`src/rtl/cpu_control_unit.sv`:
```
// Multi-cycle control sequencer: fetches at the PC, decodes the IR into datapath
// controls, runs the load/store handshake and owns the PC, halt and fault state.
module cpu_control_unit #(
   parameter logic [7:0]  RESET_PC = 8'h00,
   parameter int unsigned TIMEOUT  = 16
) (
   input  logic        i_clk,
   input  logic        i_rst,
   input  logic [31:0] i_instr,
   input  logic        i_mem_ack,
   input  logic        i_nflag,
   input  logic        i_zflag,
   input  logic        i_vflag,
   input  logic        i_cflag,
   output logic [3:0]  o_sel_a,
   output logic [3:0]  o_sel_b,
   output logic [3:0]  o_dr,
   output logic        o_rw,
   output logic [4:0]  o_fs,
   output logic        o_mb,
   output logic [31:0] o_mb_data,
   output logic        o_mm,
   output logic        o_md,
   output logic [7:0]  o_pc,
   output logic        o_mem_req,
   output logic        o_mem_we,
   output logic        o_halt,
   output logic        o_fault
);

   typedef enum logic [2:0] {S_RST, S_FETCH, S_EXEC, S_MEM, S_HALT} state_t;

   localparam logic [3:0] CLS_ALU_R = 4'h0;
   localparam logic [3:0] CLS_ALU_I = 4'h1;
   localparam logic [3:0] CLS_LOAD  = 4'h2;
   localparam logic [3:0] CLS_STORE = 4'h3;
   localparam logic [3:0] CLS_BR    = 4'h4;
   localparam logic [3:0] CLS_JMP   = 4'h5;
   localparam logic [3:0] CLS_HALT  = 4'hF;

   // Counter only has to reach TIMEOUT-1: the last waiting cycle decides the fault.
   localparam int CW = (TIMEOUT < 2) ? 1 : $clog2(TIMEOUT);
   localparam logic [CW-1:0] WAIT_LAST = CW'((TIMEOUT == 0) ? 0 : TIMEOUT - 1);

   state_t          state_q, state_d;
   logic [7:0]      pc_q, pc_d;
   logic [31:0]     ir_q, ir_d;
   logic            fault_q, fault_d;
   logic [CW-1:0]   wait_q, wait_d;
   logic [3:0]      cls;
   logic            br_take;
   logic            tmo;
   logic            unused_ir;

   assign cls       = ir_q[31:28];
   assign o_fs      = ir_q[27:23];
   assign o_dr      = ir_q[22:19];
   assign o_sel_a   = ir_q[18:15];
   assign o_sel_b   = ir_q[14:11];
   assign o_mb_data = {{24{ir_q[7]}}, ir_q[7:0]};
   assign o_pc      = pc_q;
   assign o_fault   = fault_q;
   assign unused_ir = ^ir_q[10:8];
   assign tmo       = (TIMEOUT != 0) && (wait_q == WAIT_LAST);

   always_comb begin
      case (ir_q[22:19])
         4'd0:    br_take = 1'b1;
         4'd1:    br_take = i_zflag;
         4'd2:    br_take = ~i_zflag;
         4'd3:    br_take = i_nflag;
         4'd4:    br_take = i_cflag;
         4'd5:    br_take = i_vflag;
         default: br_take = 1'b0;
      endcase
   end

   always_ff @(posedge i_clk or posedge i_rst) begin
      if (i_rst) begin
         state_q <= S_RST;
         pc_q    <= RESET_PC;
         ir_q    <= '0;
         fault_q <= 1'b0;
         wait_q  <= '0;
      end else begin
         state_q <= state_d;
         pc_q    <= pc_d;
         ir_q    <= ir_d;
         fault_q <= fault_d;
         wait_q  <= wait_d;
      end
   end

   always_comb begin
      state_d   = state_q;
      pc_d      = pc_q;
      ir_d      = ir_q;
      fault_d   = fault_q;
      wait_d    = wait_q;
      o_mm      = 1'b0;
      o_md      = 1'b0;
      o_mb      = 1'b0;
      o_rw      = 1'b0;
      o_mem_req = 1'b0;
      o_mem_we  = 1'b0;
      o_halt    = 1'b0;
      case (state_q)
         S_RST: begin
            wait_d  = '0;
            state_d = S_FETCH;
         end
         S_FETCH: begin
            o_mm      = 1'b1;
            o_mem_req = 1'b1;
            if (i_mem_ack) begin
               ir_d    = i_instr;
               state_d = S_EXEC;
            end else if (tmo) begin
               fault_d = 1'b1;
               state_d = S_HALT;
            end else begin
               wait_d = wait_q + 1'b1;
            end
         end
         S_EXEC: begin
            wait_d  = '0;
            state_d = S_FETCH;
            case (cls)
               CLS_ALU_R, CLS_ALU_I: begin
                  o_rw = 1'b1;
                  o_mb = (cls == CLS_ALU_I);
                  pc_d = pc_q + 8'd1;
               end
               CLS_LOAD, CLS_STORE: state_d = S_MEM;
               // Modulo-256 add of the raw byte equals adding its sign extension.
               CLS_BR:   pc_d = br_take ? (pc_q + ir_q[7:0]) : (pc_q + 8'd1);
               CLS_JMP:  pc_d = ir_q[7:0];
               CLS_HALT: state_d = S_HALT;
               default: begin
                  fault_d = 1'b1;
                  state_d = S_HALT;
               end
            endcase
         end
         S_MEM: begin
            o_mem_req = 1'b1;
            if (cls == CLS_LOAD) begin
               o_md = 1'b1;
               o_rw = i_mem_ack;
            end else begin
               o_mem_we = 1'b1;
            end
            if (i_mem_ack) begin
               pc_d    = pc_q + 8'd1;
               wait_d  = '0;
               state_d = S_FETCH;
            end else if (tmo) begin
               fault_d = 1'b1;
               state_d = S_HALT;
            end else begin
               wait_d = wait_q + 1'b1;
            end
         end
         S_HALT: o_halt = 1'b1;
         default: state_d = S_RST;
      endcase
   end

endmodule

```
`config.mk`:
```
export PLATFORM = sky130hd
export DESIGN_NAME = cpu_control_unit
export DESIGN_NICKNAME = d
export VERILOG_FILES = /design/src/rtl/cpu_control_unit.sv
export SDC_FILE = /design/constraint.sdc
export NUM_CORES = 1
export LEC_CHECK = 0
export BUFFER_PORTS_ARGS = -buffer_cell sky130_fd_sc_hd__clkbuf_2
export CAP_MARGIN = 25
export CELL_PAD_IN_SITES_DETAIL_PLACEMENT = 0
export CELL_PAD_IN_SITES_GLOBAL_PLACEMENT = 1
export CORE_ASPECT_RATIO = 0.75
export CORE_MARGIN = 4
export CORE_UTILIZATION = 25
export DETAILED_ROUTE_END_ITERATION = 7
export GPL_TIMING_DRIVEN = 0
export PLACE_DENSITY_LB_ADDON = 0.2
export SYNTH_ARGS = -nofsm -noshare
export SYNTH_HDL_FRONTEND = slang
export SYNTH_SLANG_ARGS = --single-unit
```
`constraint.sdc`:
```
create_clock -name i_clk -period 3.2 [get_ports i_clk]
set_clock_uncertainty 0.15 [all_clocks]
set_input_delay 0.16 -clock i_clk [delete_from_list [all_inputs] [get_ports i_clk]]
set_output_delay 0.16 -clock i_clk [all_outputs]
set_load 0.03 [all_outputs]
```
# Word-level counts from Yosys, hierarchy flattened
# Index checks and enable logic that the tools add are counted.
# W data, S select, Z words.
[totals]
ff_bits = 48
inputBits = 39
output_inout_bits = 65
[op_classes]
n_addsub = 3
eq_ne = 22
mux = 30
bitwise = 1
reduce_logical = 16
[op_table]
columns = ["operator", "count"]
rows = [
  ["$pmux W8 S3", 1],
  ["$eq A4 B2 Y1 const B", 4],
  ["$eq A4 B3 Y1 const B", 4],
  ["$mux W8", 2],
  ["$pmux W8 S2", 1],
  ["$pmux W3 S5", 1],
  ["$mux W1", 14],
  ["$mux W4", 3],
  ["$pmux W4 S3", 1],
  ["$mux W3", 3],
  ["$add A8 B1 Y8 const B", 1],
  ["$add A8 B8 Y8", 1],
  ["$eq A4 B1 Y1 const B", 2],
  ["$eq A4 B4 Y1 const B", 2],
  ["$logic_not A4 Y1", 2],
  ["$ne A2 B2 Y1 const B", 4],
  ["$reduce_or A2 Y1", 4],
  ["$reduce_or A7 Y1", 1],
  ["$eq A3 B2 Y1 const B", 2],
  ["$pmux W1 S6", 1],
  ["$pmux W3 S2", 1],
  ["$add A4 B1 Y4 const B", 1],
  ["$ne A4 B4 Y1 const B", 1],
  ["$pmux W1 S2", 2],
  ["11 further kinds", 13],
]

# Logic depth before layout (Yosys ltp)
# Gate-level depths: netlist of run 1.
[depth]
depth_word = 5
depth_mapped = 8
depth_no_buf = 8

# Worst setup path after synthesis of run 1
# OpenSTA, ideal clock, no wires.
[synth_path]
kind = "reg2reg"
startpoint = "reg pc_q[0] (netlist: o_pc[0])"
endpoint = "reg pc_q[4] (netlist: o_pc[4])"
setup_ns = 0.137
t_arrival_ns = 2.113
required_ns = 2.913
path_slack_ns = 0.800
stages_incl_launch_ff = 9
path_buffers = 0
cell_sequence = "dfrtp_1 -> ha_1 -> fa_1 -> a21o_1 -> a21oi_1 -> xnor2_1 -> mux2i_1 -> a221oi_1 -> a311oi_1"
[synth_between]
elab_chain_len = 4
elab_cells_between_ends = 6
[synth_lines]
columns = ["element", "line", "text"]
rows = [
  ["start: declaration", "46", "logic [7:0] pc_q, pc_d;"],
  ["start signal: assignment", "87", "pc_q <= pc_d;"],
  ["$add A8 B1 Y8 / $add A8 B8 Y8 (equally long branches)", "132, 136, 154", ""],
  ["$mux W8", "136", "CLS_BR: pc_d = br_take ? (pc_q + ir_q[7:0]) : (pc_q + 8'd1);"],
  ["$pmux W8 S3", "128", "case (cls)"],
  ["$pmux W8 S2 *", "107", "case (state_q)"],
]
# Every way passes the cells marked *; elsewhere a longest branch is shown, timed or not. The select of a mux whose other input is x is not followed.
# A chain may end at the register's enable or synchronous reset.

# Worst setup path in the final report of run 1
# Ends and elaborated chain as after synthesis.

==> impl_metrics.env, run 1 <==
export IMPL_outcome="finished, final reports clean"
export IMPL_p_leak_nw=2.03
export IMPL_setup_viol_count_final=0
export IMPL_grt_pass1_vias=2715
export IMPL_avgSynthCellArea_um2=9.68
export IMPL_slowest_stage="dfrtp_1"
export IMPL_ys_ff_latch=45
export IMPL_rows=34
export IMPL_drt_initial_drc_count=131
export IMPL_syn_inst=320
export IMPL_coreArea_um2=11900
export IMPL_grt_pass1_wl_um=14100
export IMPL_pin_count=104
export IMPL_fp_dieH_um=104
export IMPL_finalWorstSetupSlack_ps=585
export IMPL_finalHoldViolCount=0
export IMPL_syn_num_nets=369
export IMPL_stdcell_count=621
export IMPL_ys_warn_count=0
export IMPL_cts_inserted_buffers=5
export IMPL_drcViolationCount=0
export IMPL_start_util=0.261
export IMPL_min_period_ps=2620
export IMPL_dr_pass1_iters=4
export IMPL_power_w=0.00512
export IMPL_hpwlAfterDp_um=6590
export IMPL_clockBufferDepth=2
export IMPL_maxSlewViolCount=0
export IMPL_diodes=0
export IMPL_worst_ir_drop_vdd_mv=0.457
export IMPL_cts_tree="built"
export IMPL_critPathKind="reg -> reg"
export IMPL_path_max_fanout=8
export IMPL_synthTopCellsByArea="dfrtp_1 (36%), buf_4 (12%), mux2_1 (8.0%)"
export IMPL_cpPeakStageDelay_ps=470
export IMPL_required_ps=3200
export IMPL_min_path_type="in -> reg"
export IMPL_die_area_um2=14300
export IMPL_cts_root_buf="clkbuf_16"
export IMPL_grt_max_degree=29
export IMPL_area_delta_synth_final_pct=37.8
export IMPL_gp_congestion=0.740
export IMPL_grt_usage=0.121
export IMPL_fin_crit_sh=0.817
export IMPL_die_w_um=137
export IMPL_slew_headroom=0.433
export IMPL_crit_chain="ha_1, fa_1, a21o_1, a21oi_1, xnor2_1, mux2i_1, a221oi_1, a311oi_1"
export IMPL_syn_cell_area_um2=3100
export IMPL_fmax_mhz=382
export IMPL_port_buffers=100
export IMPL_nets=507
export IMPL_synth_edf_count=0
export IMPL_ctsResizeCount=0
export IMPL_yosysSeqAreaShare=0.364
export IMPL_insertion_delay_ps=290
export IMPL_startpoint_type="register"
export IMPL_cts_sinks=45
export IMPL_ys_flop_type="dfrtp_1"
export IMPL_worstPathArrival_ps=2620
export IMPL_whs_ps=155
export IMPL_ys_types=52
export IMPL_powerDensity_nw_per_um2=1200
export IMPL_vias=2754
export IMPL_fill_cells=1213
export IMPL_synth_top_area_frac=0.364
export IMPL_final_layout_size_suffix_gt1_frac=0.388
export IMPL_clk_pin_slew_ps=70
export IMPL_async_reset_ff_frac=1.00
export IMPL_maxCapViolations=0
export IMPL_rsz0062_at_grt="no"
export IMPL_grt_antenna_before_repair=0
export IMPL_end_kind="register"
export IMPL_viasPerCell=4.43
export IMPL_grt_overflow_total=0
export IMPL_tns_ps=0
export IMPL_dp_slack_ps=649
export IMPL_routed_wl_um=8540
export IMPL_dp_cells=583
export IMPL_worst_slew_pin_transition_ps=848
export IMPL_wl_per_cell_um=13.8
export IMPL_synth_top_area_cell="dfrtp_1"
export IMPL_ant_nets=0
export IMPL_cts_max_level=2
-- cell usage after synthesis (3+ instances only) --
cell type and count:
mux2i_1 3, and2_1 3, xor2_1 6, o22ai_1 6, a221o_1 3, inv_1 7
o21ai_0 8, xnor2_1 6, nand3b_1 3, o21ai_1 4, nor3_1 5, mux2_2 7
ha_1 9, clkbuf_1 6, a21oi_1 21, buf_4 49, nand2_1 11, buf_2 8
nand2b_1 9, nor2_1 19, mux2_1 22, a221oi_1 3, a31oi_1 3, nand3_1 9
and3_1 6, a21o_1 7, dfrtp_1 45
-- sequential cells by signal, indices dropped and copies added (netlist names) --
signal,flops
o_pc,8
ir_q,29
wait_q,4
o_fault,1
state_q,3
-- metrics by stage --
step	util	cell area, µm²
floorplan	-	3100
global placement	0.320	3800
detailed placement	0.322	3820
CTS	0.359	4270
global route	0.359	4270
finish	0.359	4270
-- timing repair --
item / in CTS / in global routing
endpoints found under the hold margin: 47 / 0
endpoints found under the setup margin: 0 / 0
setup buffers: 0 / 0
hold buffers: 30 / 0
-- path summary, 6_finish.rpt --
path	startpoint	end	slack [ps]	depth (start not counted)
worst max-delay path	o_pc[0]	o_pc[4]	580	8
worst min-delay path	i_mem_ack	state_q[1]	160	3
worst max register to register	o_pc[0]	o_pc[4]	580	8
worst min register to register	o_fault	o_fault	330	1
max in group asynchronous	i_rst	ir_q[29]	2130	4
min in group asynchronous	i_rst	ir_q[15]	270	3
-- power by group --
part           internal, W  switching, W
Sequential        0.000833      0.000319
Combinational      0.00143       0.00201
Clock             0.000291      0.000234
Total              0.00255       0.00257
-- cell families after synthesis --
family	synth area share
AO/OA/AOI/OAI	0.167
AND/OR/NAND/NOR	0.126
buffers and inverters	0.151
flip-flops	0.364
multiplexers	0.115
XOR/XNOR	0.0339
adder cells (fa/ha/maj)	0.0428
-- per-layer routing --
layer  part of all wire  GRT usage  vias to the layer above  wire length, µm
li1                   -          -                     1383                -
met1               0.53      0.185                     1266             4530
met2               0.39      0.171                       96             3320
met3              0.073     0.0319                        9              627
met4             0.0069     0.0209                        0               59
met5                  0          0                        -                0
-- worst max-delay path: cells and delay by family, from the launching register on --
| family | cells | cell delay [ps] |
|---|---|---|
| AO/OA/AOI/OAI | 4 | 880 |
| XOR/XNOR | 1 | 190 |
| adder cells (fa/ha/maj) | 2 | 700 |
| flip-flops | 1 | 470 |
| multiplexers | 1 | 100 |
-- cell usage in the layout, fill, tap and decap left out, drive strengths merged, types with 3 or more instances in the layout --
| cell | count |
|---|---|
| clkbuf | 111 |
| buf | 59 |
| dfrtp | 45 |
| dlygate4sd3 | 30 |
| mux2 | 29 |
| a21oi | 21 |
| nor2 | 20 |
| o21ai | 12 |
| nand2 | 11 |
| nand2b | 9 |
| nand3 | 9 |
| ha | 9 |
| inv | 8 |
| a21o | 7 |
| and3 | 6 |
| xor2 | 6 |
| o22ai | 6 |
| xnor2 | 6 |
| nor3 | 5 |
| nand3b | 3 |
| and2 | 3 |
| a221o | 3 |
| a31oi | 3 |
| a221oi | 3 |
| mux2i | 3 |
| o31ai | 3 |
-- layout make-up --
class                           instances  area [µm²]  area share
Timing Repair Buffer                  131         821       0.192
Tap cell                              162         203      0.0475
Multi-Input combinational cell        204        1500       0.352
Clock inverter                          3        21.3     0.00499
Inverter                                7        26.3     0.00616
Clock buffer                            5         125      0.0293
Sequential cell                        45        1130       0.264
Buffer                                 64         442       0.104
No activity file was read; power rests on OpenSTA's default activity.
==> run 2, diff against run 1 <==
clock period = 2.2 ns   (was 3.2 ns; I/O delays follow)
==> impl_metrics.env, run 2 (synthesis results as in run 1) <==
export IMPL_tns_ps=0
export IMPL_insertion_delay_ps=290
export IMPL_critPathCapture="o_pc[4]"
export IMPL_drt_initial_drc_count=145
export IMPL_cp_depth=8
export IMPL_setup_viol_count_final=0
export IMPL_fin_crit_sh=0.999
export IMPL_diodes=0
export IMPL_powerDensity_nw_per_um2=1770
export IMPL_port_buffers=100
export IMPL_maxSlewViolCount=0
export IMPL_grt_overflow_total=0
export IMPL_hpwlAfterDp_um=6350
export IMPL_startpoint_type="register"
export IMPL_slowest_stage="dfrtp_2"
export IMPL_routed_wl_um=8720
export IMPL_pin_count=104
export IMPL_reg2reg_from="o_pc[0]"
export IMPL_fp_dieH_um=104
export IMPL_rr_worst_depth=8
export IMPL_cp_top_family="compound AO/OA/AOI/OAI gates"
export IMPL_startpoint="o_pc[0]"
export IMPL_fmax_mhz=455
export IMPL_largest_reg_flops=29
export IMPL_grt_pass1_vias=2546
export IMPL_cts_inserted_buffers=5
export IMPL_final_layout_size_suffix_gt1_frac=0.432
export IMPL_placed_area_um2=3840
export IMPL_slew_headroom=0.416
export IMPL_grt_usage=0.120
export IMPL_outcome="finished, final reports clean"
export IMPL_grt_antenna_before_repair=0
export IMPL_cpPeakStageDelay_ps=430
export IMPL_grt_pass1_wl_um=13700
export IMPL_required_ps=2210
export IMPL_reg2reg_to="o_pc[4]"
export IMPL_worst_slew_pin_transition_ps=876
export IMPL_end_kind="register"
export IMPL_grt_max_degree=29
export IMPL_clockBufferDepth=2
export IMPL_reg2reg_slack_ps=3
export IMPL_coreArea_um2=11900
export IMPL_crit_buf_inv=0
export IMPL_cts_root_buf="clkbuf_16"
export IMPL_viasPerCell=4.37
export IMPL_path_max_fanout=2
export IMPL_design_area_um2=4420
export IMPL_clk_pin_slew_ps=70
export IMPL_rows=34
export IMPL_hp_start="i_mem_ack"
export IMPL_drcViolationCount=0
export IMPL_mostFrequentLayoutCells="clkbuf_2 (100), buf_4 (55), dfrtp_1 (40)"
export IMPL_min_path_type="in -> reg"
export IMPL_critPathKind="reg -> reg"
export IMPL_die_w_um=137
export IMPL_largest_register="ir_q"
export IMPL_rsz0062_at_grt="yes"
export IMPL_wl_per_cell_um=13.9
export IMPL_dr_pass1_iters=4
export IMPL_cts_max_level=2
export IMPL_min_period_ps=2200
export IMPL_ant_nets=0
export IMPL_area_delta_synth_final_pct=42.6
export IMPL_fill_cells=1216
export IMPL_vias=2740
export IMPL_worstPathArrival_ps=2200
export IMPL_cts_sinks=45
export IMPL_gp_congestion=0.754
export IMPL_maxCapViolations=0
export IMPL_nets=513
export IMPL_crit_chain="ha_4, fa_2, a21o_1, a21oi_4, xnor2_2, mux2i_1, a221oi_2, a311oi_1"
export IMPL_start_util=0.261
export IMPL_p_leak_nw=2.08
export IMPL_cts_tree="built"
export IMPL_die_area_um2=14300
export IMPL_finalHoldViolCount=0
export IMPL_worst_ir_drop_vdd_mv=0.631
export IMPL_layout_commonest_cell="clkbuf_2"
[run 2: cell types whose count changed in the layout (fill, tap and decap cells not counted), sizes merged]
cell,delta
buf,+7
clkbuf,-1
clkinv,-1
inv,+1
[run 2: tightest hold or removal path, stage by stage]
cell	delay, ps
clkbuf_2	160
nand3b_1	120
a311oi_1	80
[run 2: timing repair]
action / in CTS / in global routing
setup endpoints to repair: 3 / 8
pin swaps: 2 / 9
setup buffers: 3 / 4
hold buffers: 30 / 0
resized for setup: 4 / 11
endpoints found under the hold margin: 47 / 0
[run 2: how the worst min path moves through the flow]
stage                 endpoint  slack [ps]  cells after the start
finish              state_q[1]          80                      3
global route        state_q[1]         110                      3
CTS                 state_q[1]          80                      3
detailed placement    ir_q[13]         -30                      2
global placement       ir_q[0]         170                      2
floorplan              ir_q[0]          90                      1
[run 2: per-stage QoR]
stage | power, W | hold WS [ps] | util | setup slack (ps) | cells
after floorplan | 0.00549 | 94.7 | - | 32.5 | 320
after global placement | 0.00669 | 175 | 0.322 | -114 | 582
after detailed placement | 0.00673 | -34.5 | 0.324 | -110 | 583
after CTS | 0.00767 | 79.2 | 0.365 | -36.3 | 624
after global routing | 0.00845 | 109 | 0.372 | -86.8 | 627
final | 0.00783 | 80.4 | 0.372 | 2.77 | 627
[run 2: final cells by class]
class	count	area (µm²)	share of cell area
Sequential cell	45	1130	0.256
Clock inverter	3	25.0	0.00567
Timing Repair Buffer	138	877	0.199
Buffer	63	438	0.0992
Tap cell	162	203	0.0459
Inverter	7	26.3	0.00595
Multi-Input combinational cell	204	1590	0.360
Clock buffer	5	125	0.0283
[run 2: layer usage]
layer / global-route usage / routed length (µm) / vias to the layer above
met5: 0 / 0 / -
met4: 0.0216 / 52 / 0
met3: 0.0309 / 700 / 5
met2: 0.167 / 3500 / 95
met1: 0.186 / 4470 / 1252
li1: - / - / 1388
[run 2: power breakdown]
part | internal (W) | total (W) | switching [W]
combinational | 0.00230 | 0.00532 | 0.00302
clock | 0.000430 | 0.000779 | 0.000350
sequential | 0.00122 | 0.00173 | 0.000509
==> run 3, diff against run 2 <==
--- a/config.mk
+++ b/config.mk
@@ -20 +20,2 @@
 export SYNTH_SLANG_ARGS = --single-unit
+export TNS_END_PERCENT = 5
==> constraint.sdc (replaced) <==
create_clock -name i_clk -period 2.2 [get_ports i_clk]
set_clock_uncertainty 0.15 [all_clocks]
set_input_delay 0.33 -clock i_clk [delete_from_list [all_inputs] [get_ports i_clk]]
set_output_delay 0.33 -clock i_clk [all_outputs]
set_load 0.03 [all_outputs]
==> impl_metrics.env, run 3 (synthesis results as in run 1) <==
export IMPL_final_layout_size_suffix_gt1_frac=0.454
export IMPL_ant_nets=0
export IMPL_hpwlAfterDp_um=6500
export IMPL_worst_ir_drop_vdd_mv=0.614
export IMPL_diodes=0
export IMPL_drt_initial_drc_count=105
export IMPL_p_leak_nw=1.95
export IMPL_rows=34
export IMPL_start_util=0.261
export IMPL_insertion_delay_ps=290
export IMPL_drcViolationCount=0
export IMPL_worstPathArrival_ps=2250
export IMPL_fin_crit_sh=1.01
export IMPL_coreArea_um2=11900
export IMPL_clockBufferDepth=2
export IMPL_cts_inserted_buffers=5
export IMPL_die_w_um=137
export IMPL_required_ps=2220
export IMPL_rsz0062_at_grt="yes"
export IMPL_critPathKind="reg -> reg"
export IMPL_mostFrequentLayoutCells="clkbuf_2 (100), buf_4 (55), dfrtp_1 (41)"
export IMPL_grt_pass1_wl_um=14000
export IMPL_port_buffers=100
export IMPL_layout_commonest_cell="clkbuf_2"
export IMPL_area_delta_synth_final_pct=31.9
export IMPL_dr_pass1_iters=4
export IMPL_crit_chain="ha_4, fa_2, a21o_1, a21oi_4, buf_4, o21a_1, o211ai_1, o221ai_1, o21ai_1"
export IMPL_slowest_stage="dfrtp_1"
export IMPL_path_max_fanout=3
export IMPL_grt_antenna_before_repair=0
export IMPL_startpoint_type="register"
export IMPL_grt_max_degree=30
export IMPL_post_route_util=0.344
export IMPL_vias=2667
export IMPL_cp_top_family="compound AO/OA/AOI/OAI gates"
export IMPL_grt_overflow_total=0
export IMPL_fp_dieH_um=104
export IMPL_slew_headroom=0.449
export IMPL_powerDensity_nw_per_um2=1880
export IMPL_nets=482
export IMPL_cts_sinks=45
export IMPL_grt_usage=0.121
export IMPL_worst_slew_pin_transition_ps=826
export IMPL_wl_per_cell_um=14.2
export IMPL_crit_buf_inv=1
export IMPL_min_period_ps=2230
export IMPL_maxSlewViolCount=0
export IMPL_whs_ps=97.1
export IMPL_violations="negative setup slack"
export IMPL_pin_count=104
export IMPL_largest_register="ir_q"
export IMPL_maxCapViolations=0
export IMPL_fmax_mhz=449
export IMPL_finalHoldViolCount=0
export IMPL_largest_reg_flops=29
export IMPL_setup_viol_count_final=1
export IMPL_cts_root_buf="clkbuf_16"
export IMPL_cpPeakStageDelay_ps=420
export IMPL_grt_pass1_vias=2649
export IMPL_gp_congestion=0.741
export IMPL_min_path_type="in -> reg"
export IMPL_finalWorstSetupSlack_ps=-28.2
export IMPL_die_area_um2=14300
export IMPL_cts_max_level=2
export IMPL_viasPerCell=4.47
export IMPL_end_kind="register"
export IMPL_routed_wl_um=8480
export IMPL_outcome="complete, but fails checks"
export IMPL_cts_tree="built"
export IMPL_clk_pin_slew_ps=70
[run 3: final timing paths]
check,startpoint,end,slack [ps],cells after the start
worst max-delay path,ir_q[0],o_pc[6],-30,9
worst min-delay path,i_instr[31],ir_q[31],100,2
worst max register to register,ir_q[0],o_pc[6],-30,9
worst min register to register,o_fault,o_fault,320,1
max in group asynchronous,i_rst,o_pc[0],960,4
min in group asynchronous,i_rst,ir_q[12],420,3
[run 3: cell type report]
type,instances,area (µm²)
Sequential cell,45,1130
Clock inverter,3,22.5
Multi-Input combinational cell,204,1570
Clock buffer,5,125
Tap cell,162,203
Timing Repair Buffer,106,566
Buffer,64,444
Inverter,7,26.3
Fill cell,1228,7780
[run 3: what timing repair did]
| action | CTS | global route |
|---|---|---|
| hold buffers | 1 | 0 |
| pin swaps | 7 | 1 |
| endpoints found under the setup margin | 6 | 31 |
| endpoints found under the hold margin | 16 | 0 |
| setup buffers | 4 | 0 |
| gates resized for setup | 11 | 9 |
[run 3: layer usage]
metal | wire length (µm) | share of wire | GRT usage | up-vias
met4 | 48 | 0.0057 | 0.0216 | 0
met2 | 3210 | 0.38 | 0.172 | 102
met5 | 0 | 0 | 0 | -
li1 | - | - | - | 1324
met1 | 4530 | 0.53 | 0.183 | 1236
met3 | 696 | 0.082 | 0.0353 | 5
[run 3: per-stage QoR]
stage / area (µm²) / cells / power, W / worst slack, ps / TNS, ps
2_1_floorplan: 3110 / 320 / 0.00547 / -75.1 / -80.0
3_3_place_gp: 3810 / 582 / 0.00668 / -256 / -5200
3_5_place_dp: 3830 / 583 / 0.00671 / -256 / -536
4_1_cts: 4060 / 596 / 0.00770 / -58.7 / -88.4
5_1_grt: 4090 / 596 / 0.00829 / -128 / -996
6_report: 4090 / 596 / 0.00768 / -28.2 / -28.2
[run 3: power by group]
part           leakage, nW  total [W]  switching, W  internal [W]
Clock               0.0738   0.000770      0.000347      0.000424
Sequential           0.531    0.00168      0.000461       0.00122
Combinational         1.35    0.00523       0.00303       0.00220
